==> config.mk <==
export PLATFORM = sky130hd
export DESIGN_NAME = pc_unit_flat
export DESIGN_NICKNAME = d
export VERILOG_FILES = /design/src/rtl/pc_unit_pkg.sv /design/src/rtl/pc_unit_if.sv /design/src/rtl/pc_ras.sv /design/src/rtl/pc_unit.sv /design/src/flat_wrapper.sv
export SDC_FILE = /design/constraint.sdc
export NUM_CORES = 1
export LEC_CHECK = 0
export CORE_MARGIN = 3
export CORE_UTILIZATION = 48
export DETAILED_ROUTE_END_ITERATION = 16
export DONT_BUFFER_PORTS = 1
export PLACE_DENSITY = 0.66
export SLEW_MARGIN = 20
export SYNTH_ARGS = -nofsm -noshare
export SYNTH_HDL_FRONTEND = slang
export SYNTH_SLANG_ARGS = --single-unit
==> constraint.sdc <==
create_clock -name clka -period 5.7 [get_ports clka]
set_input_delay 0.285 -clock clka [delete_from_list [all_inputs] [get_ports clka]]
set_output_delay 0.285 -clock clka [all_outputs]
set_load 0.005 [all_outputs]
==> src/rtl/pc_unit_pkg.sv <==
// Shared types and default constants for the program-counter unit.
package pc_unit_pkg;

    localparam int unsigned DEF_WIDTH        = 32;
    localparam int unsigned DEF_RESET_VECTOR = 0;
    localparam int unsigned DEF_STEP         = 4;
    localparam int unsigned DEF_RAS_DEPTH    = 4;

    typedef enum logic {
        RUN    = 1'b0,
        HALTED = 1'b1
    } pc_state_e;

endpackage : pc_unit_pkg

==> src/rtl/pc_unit_if.sv <==
// Control inputs and status outputs of the program-counter unit.
interface pc_unit_if #(
    parameter int unsigned WIDTH = 32
);

    logic             stall;
    logic             redirect_valid;
    logic [WIDTH-1:0] redirect_target;
    logic             call;
    logic             ret;
    logic             halt;
    logic             resume;
    logic [WIDTH-1:0] pc;
    logic             pc_valid;
    logic             ras_empty;
    logic             ras_full;
    logic             ras_err;

    // Side that issues control requests and watches the PC.
    modport master (
        output stall, redirect_valid, redirect_target, call, ret, halt, resume,
        input  pc, pc_valid, ras_empty, ras_full, ras_err
    );

    // The PC unit itself.
    modport slave (
        input  stall, redirect_valid, redirect_target, call, ret, halt, resume,
        output pc, pc_valid, ras_empty, ras_full, ras_err
    );

endinterface : pc_unit_if

==> src/rtl/pc_ras.sv <==
// Return-address stack: circular buffer; a push when full overwrites the oldest entry.
module pc_ras
    import pc_unit_pkg::*;
#(
    parameter int unsigned WIDTH = DEF_WIDTH,
    parameter int unsigned DEPTH = DEF_RAS_DEPTH
) (
    input  logic             clka,
    input  logic             reset,
    input  logic             push,
    input  logic             pop,
    input  logic [WIDTH-1:0] push_data,
    output logic [WIDTH-1:0] top_c,
    output logic             empty,
    output logic             full
);

    localparam int unsigned PTR_W = (DEPTH > 1) ? $clog2(DEPTH) : 1;
    localparam int unsigned CNT_W = $clog2(DEPTH + 1);

    logic [WIDTH-1:0] mem_q [DEPTH];
    logic [WIDTH-1:0] mem_d [DEPTH];
    logic [PTR_W-1:0] ptr_q, ptr_d;
    logic [CNT_W-1:0] cnt_q, cnt_d;
    logic             empty_q, empty_d;
    logic             full_q, full_d;
    logic [PTR_W-1:0] top_idx;

    // ptr_q is the next write slot; the newest entry sits just below it.
    assign top_idx = ptr_q - PTR_W'(1);
    assign top_c   = mem_q[top_idx];
    assign empty   = empty_q;
    assign full    = full_q;

    // Next-state for storage, pointer, occupancy and the registered flags.
    always_comb begin
        mem_d = mem_q;
        ptr_d = ptr_q;
        cnt_d = cnt_q;
        if (push) begin
            mem_d[ptr_q] = push_data;
            ptr_d        = ptr_q + PTR_W'(1);
            if (cnt_q != CNT_W'(DEPTH)) begin
                cnt_d = cnt_q + CNT_W'(1);
            end
        end else if (pop && (cnt_q != '0)) begin
            ptr_d = ptr_q - PTR_W'(1);
            cnt_d = cnt_q - CNT_W'(1);
        end
        empty_d = (cnt_d == '0);
        full_d  = (cnt_d == CNT_W'(DEPTH));
    end

    // State registers; reset discards every entry.
    always_ff @(posedge clka) begin
        if (reset) begin
            for (int i = 0; i < int'(DEPTH); i++) begin
                mem_q[i] <= '0;
            end
            ptr_q   <= '0;
            cnt_q   <= '0;
            empty_q <= 1'b1;
            full_q  <= 1'b0;
        end else begin
            mem_q   <= mem_d;
            ptr_q   <= ptr_d;
            cnt_q   <= cnt_d;
            empty_q <= empty_d;
            full_q  <= full_d;
        end
    end

endmodule : pc_ras

==> src/rtl/pc_unit.sv <==
// Program-counter unit: sequential stepping, redirects, call/return stack, halt/resume.
module pc_unit
    import pc_unit_pkg::*;
#(
    parameter int unsigned      WIDTH        = DEF_WIDTH,
    parameter logic [WIDTH-1:0] RESET_VECTOR = WIDTH'(DEF_RESET_VECTOR),
    parameter int unsigned      STEP         = DEF_STEP,
    parameter int unsigned      RAS_DEPTH    = DEF_RAS_DEPTH
) (
    input  logic      clka,
    input  logic      reset,
    pc_unit_if.slave  bus
);

    localparam logic [WIDTH-1:0] STEP_W = WIDTH'(STEP);

    pc_state_e        state_q, state_d;
    logic [WIDTH-1:0] pc_q, pc_d;
    logic             pc_valid_q, pc_valid_d;
    logic             err_q, err_d;
    logic             ras_push_c;
    logic             ras_pop_c;
    logic [WIDTH-1:0] ras_top_c;
    logic             ras_empty;
    logic             ras_full;
    logic [WIDTH-1:0] pc_seq_c;

    assign pc_seq_c = pc_q + STEP_W;

    pc_ras #(
        .WIDTH (WIDTH),
        .DEPTH (RAS_DEPTH)
    ) u_ras (
        .clka      (clka),
        .reset     (reset),
        .push      (ras_push_c),
        .pop       (ras_pop_c),
        .push_data (pc_seq_c),
        .top_c     (ras_top_c),
        .empty     (ras_empty),
        .full      (ras_full)
    );

    // Next-PC selection: halt > redirect > return > stall > sequential.
    always_comb begin
        state_d    = state_q;
        pc_d       = pc_q;
        err_d      = err_q;
        ras_push_c = 1'b0;
        ras_pop_c  = 1'b0;
        unique case (state_q)
            RUN: begin
                if (bus.halt) begin
                    state_d = HALTED;
                end else if (bus.redirect_valid) begin
                    pc_d = bus.redirect_target;
                    if (bus.call) begin
                        ras_push_c = 1'b1;
                        if (ras_full) begin
                            err_d = 1'b1;
                        end
                    end
                end else if (bus.ret && !ras_empty) begin
                    pc_d      = ras_top_c;
                    ras_pop_c = 1'b1;
                end else begin
                    // An underflowing return flags and then acts as if absent.
                    if (bus.ret) begin
                        err_d = 1'b1;
                    end
                    if (!bus.stall) begin
                        pc_d = pc_seq_c;
                    end
                end
            end
            HALTED: begin
                if (bus.resume && !bus.halt) begin
                    state_d = RUN;
                end
            end
            default: begin
                state_d = RUN;
            end
        endcase
        pc_valid_d = (state_d == RUN);
    end

    // State and output registers.
    always_ff @(posedge clka) begin
        if (reset) begin
            state_q    <= RUN;
            pc_q       <= RESET_VECTOR;
            pc_valid_q <= 1'b1;
            err_q      <= 1'b0;
        end else begin
            state_q    <= state_d;
            pc_q       <= pc_d;
            pc_valid_q <= pc_valid_d;
            err_q      <= err_d;
        end
    end

    assign bus.pc        = pc_q;
    assign bus.pc_valid  = pc_valid_q;
    assign bus.ras_empty = ras_empty;
    assign bus.ras_full  = ras_full;
    assign bus.ras_err   = err_q;

endmodule : pc_unit
==> src/flat_wrapper.sv <==
// flat-port wrapper written by rule: the top's interface ports become plain ports
module pc_unit_flat import pc_unit_pkg::*;
#(
    parameter int unsigned      WIDTH        = DEF_WIDTH,
    parameter logic [WIDTH-1:0] RESET_VECTOR = WIDTH'(DEF_RESET_VECTOR),
    parameter int unsigned      STEP         = DEF_STEP,
    parameter int unsigned      RAS_DEPTH    = DEF_RAS_DEPTH
)
  (clka, reset, bus_stall, bus_redirect_valid, bus_redirect_target, bus_call, bus_ret, bus_halt, bus_resume, bus_pc, bus_pc_valid, bus_ras_empty, bus_ras_full, bus_ras_err);
  pc_unit_if #(.WIDTH(WIDTH)) bus_i ();
  input  logic clka;
  input  logic reset;
  input wire logic [$bits(bus_i.stall)-1:0] bus_stall;
  input wire logic [$bits(bus_i.redirect_valid)-1:0] bus_redirect_valid;
  input wire logic [$bits(bus_i.redirect_target)-1:0] bus_redirect_target;
  input wire logic [$bits(bus_i.call)-1:0] bus_call;
  input wire logic [$bits(bus_i.ret)-1:0] bus_ret;
  input wire logic [$bits(bus_i.halt)-1:0] bus_halt;
  input wire logic [$bits(bus_i.resume)-1:0] bus_resume;
  output wire logic [$bits(bus_i.pc)-1:0] bus_pc;
  output wire logic [$bits(bus_i.pc_valid)-1:0] bus_pc_valid;
  output wire logic [$bits(bus_i.ras_empty)-1:0] bus_ras_empty;
  output wire logic [$bits(bus_i.ras_full)-1:0] bus_ras_full;
  output wire logic [$bits(bus_i.ras_err)-1:0] bus_ras_err;
  assign bus_i.stall = bus_stall;
  assign bus_i.redirect_valid = bus_redirect_valid;
  assign bus_i.redirect_target = bus_redirect_target;
  assign bus_i.call = bus_call;
  assign bus_i.ret = bus_ret;
  assign bus_i.halt = bus_halt;
  assign bus_i.resume = bus_resume;
  assign bus_pc = bus_i.pc;
  assign bus_pc_valid = bus_i.pc_valid;
  assign bus_ras_empty = bus_i.ras_empty;
  assign bus_ras_full = bus_i.ras_full;
  assign bus_ras_err = bus_i.ras_err;
  pc_unit #(.WIDTH(WIDTH), .RESET_VECTOR(RESET_VECTOR), .STEP(STEP), .RAS_DEPTH(RAS_DEPTH)) u_core (.clka(clka), .reset(reset), .bus(bus_i));
endmodule
# == Yosys cells after proc, flatten, opt, wreduce, memory -nomap -nowiden ==
# Cells that the tools add are included.
# op_classes
shifts,0
eq_ne,6
n_div,0
mul,0
order_cmp,3
n_mux,30
bitwise,5
n_reduce_logical,12
addsub,5
# op_table
op,n
32-bit 2-to-1 mux,6
128-bit bitwise mux,1
32-bit binary-select mux with 2-bit select,1
32-bit demux with 2-bit select,1
"32-bit by 3-bit adder with 32-bit output, second input constant",1
1-bit 2-to-1 mux,15
3-bit 2-to-1 mux,3
"3-bit >= comparator, second input constant",2
2-bit NOT with 3-bit output,2
6-bit AND reduction,1
1-bit logical AND,4
2-bit 2-to-1 mux,2
"2-bit by 1-bit != test with 1-bit output, second input constant",2
2-bit nonzero test,2
"3-bit by 1-bit adder with 3-bit output, second input constant",1
"3-bit equality test, second input constant",1
3-bit zero test,1
"3-bit by 1-bit less-than comparator with 1-bit output, second input constant",1
"3-bit by 1-bit != test with 1-bit output, second input constant",1
"3-bit != test, second input constant",1
1-bit NOT,3
3-bit AND reduction,1
3-bit nonzero test,1
"3-bit by 1-bit subtractor with 3-bit output, second input constant",1
5 further kinds,6
# totals
n_memories,0
mem_bits_ro,0
latchBits,0
ff_bits,170
output_inout_bits,36
input_bits,40
word_cells,73
ram_bits,0

# == Depth between registers and ports, before layout ==
# Gate-level depths: netlist (run 1).
# depth
depth_word,10
depth_mapped,12
ltp_nobuf,7

# == Cells and area by module ==
# Synthesis (run 1) repeated with hierarchy kept, for this count alone.
# hier_totals
hier_cells,1007
hier_area_um2,8448.1
# modules_own_cells
mod,instances,area_each_um2,cells_per_inst
pc_ras,1,5649.2,651
pc_unit,1,2798.9,356

# == Least setup slack after synthesis (run 1) ==
# Ideal clock, no wire load.
# synth_timing
kind,reg2reg
from,reg u_core.u_ras.ptr_q[0]
to,reg u_core.pc_q[12] (netlist: u_core.bus.pc[12])
path_buffers,4
t_arrival_ps,2759
path_stages_with_launch,11
setup_ps,122
slack_ps,2819
t_required_ps,5578
path_cell_list,dfxtp_1 > buf_2 > buf_1 > inv_1 > ha_1 > buf_2 > buf_2 > mux4_2 > nand2_1 > o21ai_0 > a311o_1
# synth_between
elab_chain_cells,7
# synth_lines
item,line,rtl
start: declaration,pc_ras.sv:23,"logic [PTR_W-1:0] ptr_q, ptr_d;"
start signal: assignment,pc_ras.sv:66,ptr_q <= ptr_d;
2-bit by 1-bit subtractor with 2-bit output,pc_ras.sv:30,assign top_idx = ptr_q - PTR_W'(1);
2-bit NOT with 3-bit output (not written as such),pc_ras.sv:31,assign top_c = mem_q[top_idx];
32-bit binary-select mux with 2-bit select,pc_ras.sv:31,
32-bit 2-to-1 mux (not written as such) (2 in series),pc_ras.sv:31,
32-bit 2-to-1 mux,pc_unit.sv:63,end else if (bus.ret && !ras_empty) begin
32-bit 2-to-1 mux,pc_unit.sv:55,end else if (bus.redirect_valid) begin
end signal: assignment,pc_unit.sv:97,pc_q <= pc_d;
end: declaration,pc_unit.sv:18,"logic [WIDTH-1:0] pc_q, pc_d;"
# Every way passes these cells. The select of a mux whose other input is x is not followed.
# A chain may end at the register's enable or synchronous reset.

# == Worst setup path after layout (run 1) ==
# layout_timing
from,reg u_core.u_ras.ptr_q[0]
to,reg u_core.pc_q[25] (netlist: u_core.bus.pc[25])
# Same word-level chain as after synthesis.

==> flow_summary.toml, run 1 <==
[timing]
setup_viol = 0
relSlewSlack_pct = 46.7
rsz0062_at_grt = "false"
period_minus_slack_ns = 2.85
max_freq_mhz = 350
hold_viol_final = 0
worstMarginPinSlew_ns = 0.797
slew_violations = 0
final.period_utilization_pct = 50.1
tns_ns = 0
fin_skew_ns = 0.0156

[placement]
port_buffers = 0
dpl_cell_area_um2 = 8370
dp_hpwl_um = 15300
place_congestion = 0.864

[drt]
routed_wirelength_um = 24200
drc = 0
vias = 7089
final_antenna_net_count = 0
drt-pass1-iter-count = 5
drt_iter0_markers = 666
routedWlPerCell_um = 21.5
routed_via_density = 6.31

[synthesis]
syn-num-nets = 989
synth_area_leader_cell = "dfxtp_1"
synth-main-ff-cell = "dfxtp_1"
synth_top_area_share_pct = 40.8
ys_types = 71
synth-seq-cells = 170
yosys-top-cells-area = "dfxtp_1 41%, a211oi_1 10%, nor2_1 7.0%"
synthCells = 941
yosysSeqAreaShare_pct = 40.8
synth_edf_count = 0
syn_area_per_cell_um2 = 8.87
synthesis.area_um2 = 8340
synth_warnings = 0
synth-async-reset-ratio_pct = 0

[clocking]
cts_made_buffers = 17
htree_levels = 4
clockBufferDepth = 2
clock-sinks = 170
post-cts-setup-buffers = 0
clockRootBuffer = "clkbuf_16"
cts_tree = "yes"
ctsResizeCount = 0
path_clk_slew_ns = 0.07
insertion_delay_ns = 0.43
hold_buffers = 3

[floorplanning]
fp.dieW_um = 138
initial_utilization_pct = 49.6
ioPinCount = 76
fp.coreArea_um2 = 16800
die_area_um2 = 19000
fp-row-count = 47
die_y_um = 138

[power]
power.density_nw_per_um2 = 294
p_total_mw = 2.65
p_leak_nw = 2.81
ir_worst_vdd_v = 0.000179

[finish]
syn2layout_area_growth_pct = 7.96
antenna_cells = 0
final_common_cell = "dfxtp_1"
final_cell_mix = "169 x dfxtp_1, 156 x nor2_1, 113 x a211oi_1, 66 x nand2_1, 43 x a21oi_1"
fin_area_um2 = 9010
nNetsFinal = 938
drive_above_1_share_pct = 11.6

[hold_path]
holdPathEnd = "u_core.u_ras.cnt_q[2]$_SDFF_PP0_"
hp-start = "reset"
min_path_cells = 2
hold_path_class = "in2reg"

[critical_path]
path_delay_family = "buffers and inverters"
r2r_cells = 8
end_kind = "flip-flop"
crit_path_cell_trace = "inv_1, ha_2, buf_4, mux4_2, a31oi_1, o41ai_1, a21oi_1, a311oi_1"
path_depth = 8
crit_buf_inv = 2
r2r-start = "u_core.u_ras.ptr_q[0]$_SDFFE_PP0P_"
r2r_slack_ns = 2.85
timing_worst_setup_path_type = "reg2reg"
crit_required_ns = 5.98
start_kind = "flip-flop"
crit_start = "u_core.u_ras.ptr_q[0]$_SDFFE_PP0P_"
worstPathArrival_ns = 3.13
r2r_end = "u_core.bus.pc[25]$_SDFFE_PP0P_"
crit_path_max_fanout = 36
crit_slowest_cell = "mux4_2"
cpPeakStageDelay_ns = 0.58

[global_route]
grt_pass1_wl_um = 37200
grt_max_degree = 160
antenna_found_initial = 0
grt_util_all_layers_pct = 25.6
grt_pass1_vias = 6361
globalRouteOverflowTotal = 0

[status]
outcome = "completed"

[job]
drv_cap = 0
report_power, final:
part	switching, mW	internal, mW
Clock	0.477	0.673
Sequential	0.0537	1.22
Combinational	0.145	0.0761
synth_stat cells (5+ instances only):
cell and n:
a22oi_1 5, nand4_1 18, xnor2_1 20, a32oi_1 5, a211oi_1 113, nor2_1 156, xor2_1 9, and3_1 7
nand2_1 66, buf_1 9, and2_1 8, mux2_2 8, a31oi_1 6, nor3b_1 6, buf_2 25, o21ai_0 20
inv_1 18, clkbuf_1 46, ha_1 8, nand3_1 22, o211ai_1 9, a21oi_1 43, or3_1 6, nor3_1 20
mux2i_1 10, dfxtp_1 170, mux4_2 24
cell families after synthesis:
logic type                 Yosys count  synth area share, %
AOI/OAI and AO/OA                  241                 20.3
xor gates and xnor gates            29                 3.04
adders and majority gates            8                 1.20
buffers and inverters              103                 5.19
DFF                                170                 40.8
muxes                               42                 8.76
and+or+nand+nor                    348                 20.7
state kept, by name (all words and copies together) (netlist names):
signal and flops:
u_core.bus.pc 32, u_core.bus.pc_valid 1, u_core.bus.ras_err 1, u_core.state_q 1
u_core.u_ras.cnt_q 3, u_core.u_ras.empty 1, u_core.u_ras.full 1, u_core.u_ras.mem_q 128
u_core.u_ras.ptr_q 2
per-stage QoR:
step                hold slack, ns  setup WS, ns  cells  util, %
detailed placement           0.372          2.94   1088     49.7
CTS                         0.0200          2.88   1123     53.6
global placement             0.369          2.99   1088     49.7
finish                      0.0451          2.85   1123     53.6
global route                0.0348          2.72   1123     53.6
floorplan                    0.433          2.82    941        -
final cells by class:
cell class              instances  area (µm²)
clock buffers                  24         512
clock inverters                 8        82.6
fillers                      1569        7810
inverters                      19        71.3
multi-input cells             668        4530
flip-flops and latches        170        3400
well taps                     220         275
repair buffers                 14         130
per-layer routing:
metal	global-route usage, %	share of wire [%]	wire length, µm
met5	0	0	0
met4	7.68	1.7	421
met3	7.52	11	2620
met2	38.3	44	10700
met1	35.7	43	10400
worst max path at each step:
stage,endpoint,slack [ns]
after floorplan,u_core.bus.pc[12]$_SDFFE_PP0P_,2.82
after global placement,u_core.bus.pc[25]$_SDFFE_PP0P_,2.99
after detailed placement,u_core.bus.pc[25]$_SDFFE_PP0P_,2.94
after CTS,u_core.bus.pc[25]$_SDFFE_PP0P_,2.88
after global routing,u_core.bus.pc[25]$_SDFFE_PP0P_,2.72
final,u_core.bus.pc[25]$_SDFFE_PP0P_,2.85
worst register-to-register path, cell delays in order (launching register included):
cell and delay [ns]:
dfxtp_2 0.32, inv_1 0.12, ha_2 0.48, buf_4 0.57
mux4_2 0.62, a31oi_1 0.22, o41ai_1 0.12, a21oi_1 0.18
a311oi_1 0.07
Power figures use the tool's default switching activity.
==> inputs of run 2 (changes only) <==
--- a/config.mk
+++ b/config.mk
@@ -9,7 +9,7 @@
 export CORE_UTILIZATION = 48
 export DETAILED_ROUTE_END_ITERATION = 16
 export DONT_BUFFER_PORTS = 1
-export PLACE_DENSITY = 0.66
+export PLACE_DENSITY = 0.68
 export SLEW_MARGIN = 20
 export SYNTH_ARGS = -nofsm -noshare
 export SYNTH_HDL_FRONTEND = slang
==> constraint.sdc (replaced) <==
create_clock -name clka -period 2.4 [get_ports clka]
set_input_delay 0.12 -clock clka [delete_from_list [all_inputs] [get_ports clka]]
set_output_delay 0.12 -clock clka [all_outputs]
set_load 0.005 [all_outputs]
==> flow_summary.toml, run 2 (synthesis results as in run 1) <==
[placement]
place_congestion = 0.871
port_buffers = 0
dp_hpwl_um = 15900

[clocking]
clock-sinks = 170
insertion_delay_ns = 0.42
cts_made_buffers = 17
path_clk_slew_ns = 0.07
cts_tree = "yes"
clockBufferDepth = 2
clockRootBuffer = "clkbuf_16"
htree_levels = 4

[critical_path]
timing_worst_setup_path_type = "reg2reg"
crit_path_max_fanout = 38
worstPathArrival_ns = 2.62
crit_required_ns = 2.76
start_kind = "flip-flop"
end_kind = "flip-flop"

[timing]
holdWs_ns = 0.0238
relSlewSlack_pct = 58.4
tns_ns = 0
final.period_utilization_pct = 94.1
setup_viol = 0
period_minus_slack_ns = 2.26
slew_violations = 0
max_freq_mhz = 443
fin_skew_ns = 0.00853
rsz0062_at_grt = "false"
worstMarginPinSlew_ns = 0.624
hold_viol_final = 0

[global_route]
grt_max_degree = 121
grt_pass1_wl_um = 39000
globalRouteOverflowTotal = 0
grt_util_all_layers_pct = 26.5
grt_pass1_vias = 7054
antenna_found_initial = 0

[drt]
final_antenna_net_count = 0
routed_wirelength_um = 25500
drt-pass1-iter-count = 5
routedWlPerCell_um = 20.6
wl_met1_um = 10900
drt_iter0_markers = 752
vias = 7580
wl_met2_um = 11600
drc = 0
top_layer = "met4"
routed_via_density = 6.14
wl_met3_um = 2340

[finish]
regArea_um2 = 3410
finish.utilization_pct = 60.8
num-fill-cells = 1411
largest_register = "u_core.u_ras.mem_q"
antenna_cells = 0
final_cell_mix = "166 x dfxtp_1, 156 x nor2_1, 113 x a211oi_1, 68 x dlygate4sd3_1, 66 x nand2_1"
syn2layout_area_growth_pct = 22.5
final_common_cell = "dfxtp_1"
drive_above_1_share_pct = 15.0
largest_reg_flops = 128
multi_input_comb_area_um2 = 4580
nNetsFinal = 1051

[power]
ir_worst_vdd_v = 0.000479
p_leak_nw = 3.54
power.density_nw_per_um2 = 652
p_total_mw = 6.66

[floorplanning]
die_area_um2 = 19000
die_y_um = 138
initial_utilization_pct = 49.6
fp.dieW_um = 138
ioPinCount = 76
fp-row-count = 47
fp.coreArea_um2 = 16800

[status]
outcome = "completed"

[hold_path]
hold_path_class = "in2reg"

[job]
drv_cap = 0
run 2: cell count changes in the layout (fill, tap and decap cells not counted), sizes merged:
cell and change:
bufinv +4, clkdlybuf4s15 +1, buf +45, dlygate4sd3 +66, inv -1, clkinvlp -4, clkbuf +1
run 2: power breakdown:
group	total, mW	switching [mW]	internal [mW]	leakage [nW]
logic	0.681	0.407	0.274	1.85
registers	2.99	0.0872	2.90	1.38
clock network	3.00	1.10	1.90	0.308
run 2: metal layers:
layer  GRT usage [%]  vias up
met2            41.7      329
met1            35.7     3604
met5               0        -
met3            6.43       56
met4            9.17        0
li1                -     3591
run 2: path summary, 6_finish.rpt:
kind | slack [ns] | start | cells after the start | to
setup / recovery | 0.14 | u_core.state_q$_SDFF_PP0_ | 7 | u_core.u_ras.mem_q[42]$_SDFFE_PP0P_
hold / removal | 0.02 | reset | 2 | u_core.bus.pc[12]$_SDFFE_PP0P_
setup reg to reg | 0.14 | u_core.state_q$_SDFF_PP0_ | 7 | u_core.u_ras.mem_q[42]$_SDFFE_PP0P_
hold reg to reg | 0.49 | u_core.u_ras.mem_q[14]$_SDFFE_PP0P_ | 2 | u_core.u_ras.mem_q[14]$_SDFFE_PP0P_
run 2: worst max-delay path, stage by stage (launching register included):
cell	delay (ns)
dfxtp_1	0.35
nor4bb_4	0.34
buf_6	0.20
and2_2	0.20
buf_12	0.21
nor2_1	0.06
a211oi_1	0.23
dlygate4sd3_1	0.59
run 2: metrics by stage:
step	cells	cell area (µm²)	worst slack, ns
CTS	1229	10100	0.0149
finish	1235	10200	0.141
global route	1235	10200	0.00316
global placement	1129	8740	0.191
detailed placement	1129	8740	0.150
floorplan	941	8370	-0.00172
run 2: area by class of cell:
cell class / count / area share (%)
inverter: 19 / 0.698
tap: 220 / 2.69
timing repair buffer: 127 / 12.3
sequential: 170 / 33.3
multi-input combinational: 668 / 44.8
clock buffer: 24 / 4.61
clock inverter: 7 / 1.60
run 2: timing repair:
action | CTS | global route
endpoints found under the setup margin | 0 | 42
buffers inserted | 0 | 4
hold buffers | 69 | 0
resized for setup | 0 | 17
endpoints found under the hold margin | 169 | 0
==> inputs of run 3 (changes only) <==
==> constraint.sdc (replaced) <==
create_clock -name clka -period 1.9 [get_ports clka]
set_input_delay 0.095 -clock clka [delete_from_list [all_inputs] [get_ports clka]]
set_output_delay 0.095 -clock clka [all_outputs]
set_load 0.005 [all_outputs]
==> flow_summary.toml, run 3 (synthesis results as in run 1) <==
[global_route]
grt_pass1_vias = 7124
grt_util_all_layers_pct = 26.5
grt_max_degree = 176
globalRouteOverflowTotal = 0
grt_pass1_wl_um = 39000
antenna_found_initial = 1

[placement]
port_buffers = 0
dp_slack_ns = -0.150
dpl_cell_area_um2 = 9300
numPlacedInstances = 1190
place_congestion = 0.852
dp_hpwl_um = 16600

[timing]
max_freq_mhz = 505
slew_violations = 0
holdWs_ns = -0.278
setup_viol = 18
worstMarginPinSlew_ns = 0.772
rsz0062_at_grt = "true"
timing.final.ws_setup_ns = -0.0808
final.period_utilization_pct = 104
period_minus_slack_ns = 1.98
relSlewSlack_pct = 48.4
hold_viol_final = 162
fin_skew_ns = 0.00645

[floorplanning]
fp-row-count = 47
die_area_um2 = 19000
initial_utilization_pct = 49.6
ioPinCount = 76
die_y_um = 138
fp.dieW_um = 138
fp.coreArea_um2 = 16800

[drt]
routed_via_density = 6.08
drt-pass1-iter-count = 6
routedWlPerCell_um = 20.3
vias = 7586
drc = 0
final_antenna_net_count = 0
drt_iter0_markers = 626
routed_wirelength_um = 25400

[finish]
largest_reg_flops = 128
fin_area_um2 = 10600
finish.utilization_pct = 62.7
largest_register = "u_core.u_ras.mem_q"
final_cell_mix = "157 x dfxtp_1, 154 x nor2_1, 103 x buf_4, 102 x a211oi_1, 64 x nand2_1"
nNetsFinal = 1063
final_common_cell = "dfxtp_1"
syn2layout_area_growth_pct = 26.5
antenna_cells = 0
layout.cells.non_filler = 1248
drive_above_1_share_pct = 28.6

[clocking]
clock-sinks = 170
cts_tree = "yes"
insertion_delay_ns = 0.44
hold_buffers = 10
clockRootBuffer = "clkbuf_16"
cts_made_buffers = 17
clockBufferDepth = 2
path_clk_slew_ns = 0.07
htree_levels = 4

[critical_path]
worstPathArrival_ns = 2.31
crit_path_max_fanout = 5
timing_worst_setup_path_type = "reg2reg"
start_kind = "flip-flop"
crit_required_ns = 2.23
end_kind = "flip-flop"

[status]
outcome = "complete, but fails checks"
violations = "hold timing, setup timing"

[hold_path]
hold_path_class = "in2reg"

[job]
drv_cap = 0

[power]
p_leak_nw = 3.60
power.density_nw_per_um2 = 785
ir_worst_vdd_v = 0.000715
[run 3: cell count changes in the layout (fill, tap and decap cells not counted), sizes merged]
| cell | change |
|---|---|
| buf | +72 |
| bufinv | -3 |
| clkbuf | -8 |
| clkdlybuf4s15 | -1 |
| clkinv | +5 |
| clkinvlp | +1 |
| dlygate4sd3 | -58 |
| inv | +5 |
[run 3: stage by stage]
stage | total power, mW | setup TNS, ns
6_report | 8.29 | -0.574
5_1_grt | 8.55 | -2.14
4_1_cts | 8.21 | -0.481
3_5_place_dp | 4.66 | -2.28
3_3_place_gp | 4.65 | -1.55
2_1_floorplan | 4.37 | -6.34
[run 3: critical path: stages (launching register included)]
cell	delay [ns]
dfxtp_4	0.37
inv_6	0.03
ha_4	0.32
buf_8	0.14
mux4_2	0.52
nand2_2	0.09
o21ai_2	0.05
a311o_1	0.34
[run 3: power breakdown]
| part | switching [mW] | internal, mW | total [mW] | leakage (nW) |
|---|---|---|---|---|
| Combinational | 0.532 | 0.449 | 0.981 | 1.93 |
| Sequential | 0.0973 | 3.66 | 3.76 | 1.38 |
| Clock | 1.59 | 1.96 | 3.55 | 0.290 |
[run 3: worst paths after layout]
kind                                            start                              endpoint  slack, ns  cells past startpoint
hold / removal                                  reset  u_core.u_ras.mem_q[115]$_SDFFE_PP0P_      -0.28                      1
setup / recovery   u_core.u_ras.ptr_q[0]$_SDFFE_PP0P_        u_core.bus.pc[12]$_SDFFE_PP0P_      -0.08                      7
setup reg to reg   u_core.u_ras.ptr_q[0]$_SDFFE_PP0P_        u_core.bus.pc[12]$_SDFFE_PP0P_      -0.08                      7
hold reg to reg   u_core.u_ras.mem_q[35]$_SDFFE_PP0P_   u_core.u_ras.mem_q[35]$_SDFFE_PP0P_       0.45                      2
[run 3: cell type report]
class | instances | area, µm²
clock inverter | 15 | 164
sequential | 170 | 3430
fill | 1396 | 6270
clock buffer | 17 | 425
timing repair buffer | 139 | 1270
inverter | 19 | 76.3
multi-input combinational | 668 | 4910
tap | 220 | 275
[run 3: repair_timing]
action / 4_1_cts / 5_1_grt
setup endpoints to repair: 59 / 92
setup buffers: 9 / 8
gates resized for setup: 27 / 80
endpoints found under the hold margin: 170 / 163
pin swaps: 12 / 31
cloned: 0 / 1
[run 3: routing by layer]
layer  global-route usage (%)  wire length, µm
met1                     34.3            10700
met2                     42.6            12000
met3                     8.88             2200
met4                     6.86              464
met5                        0               20
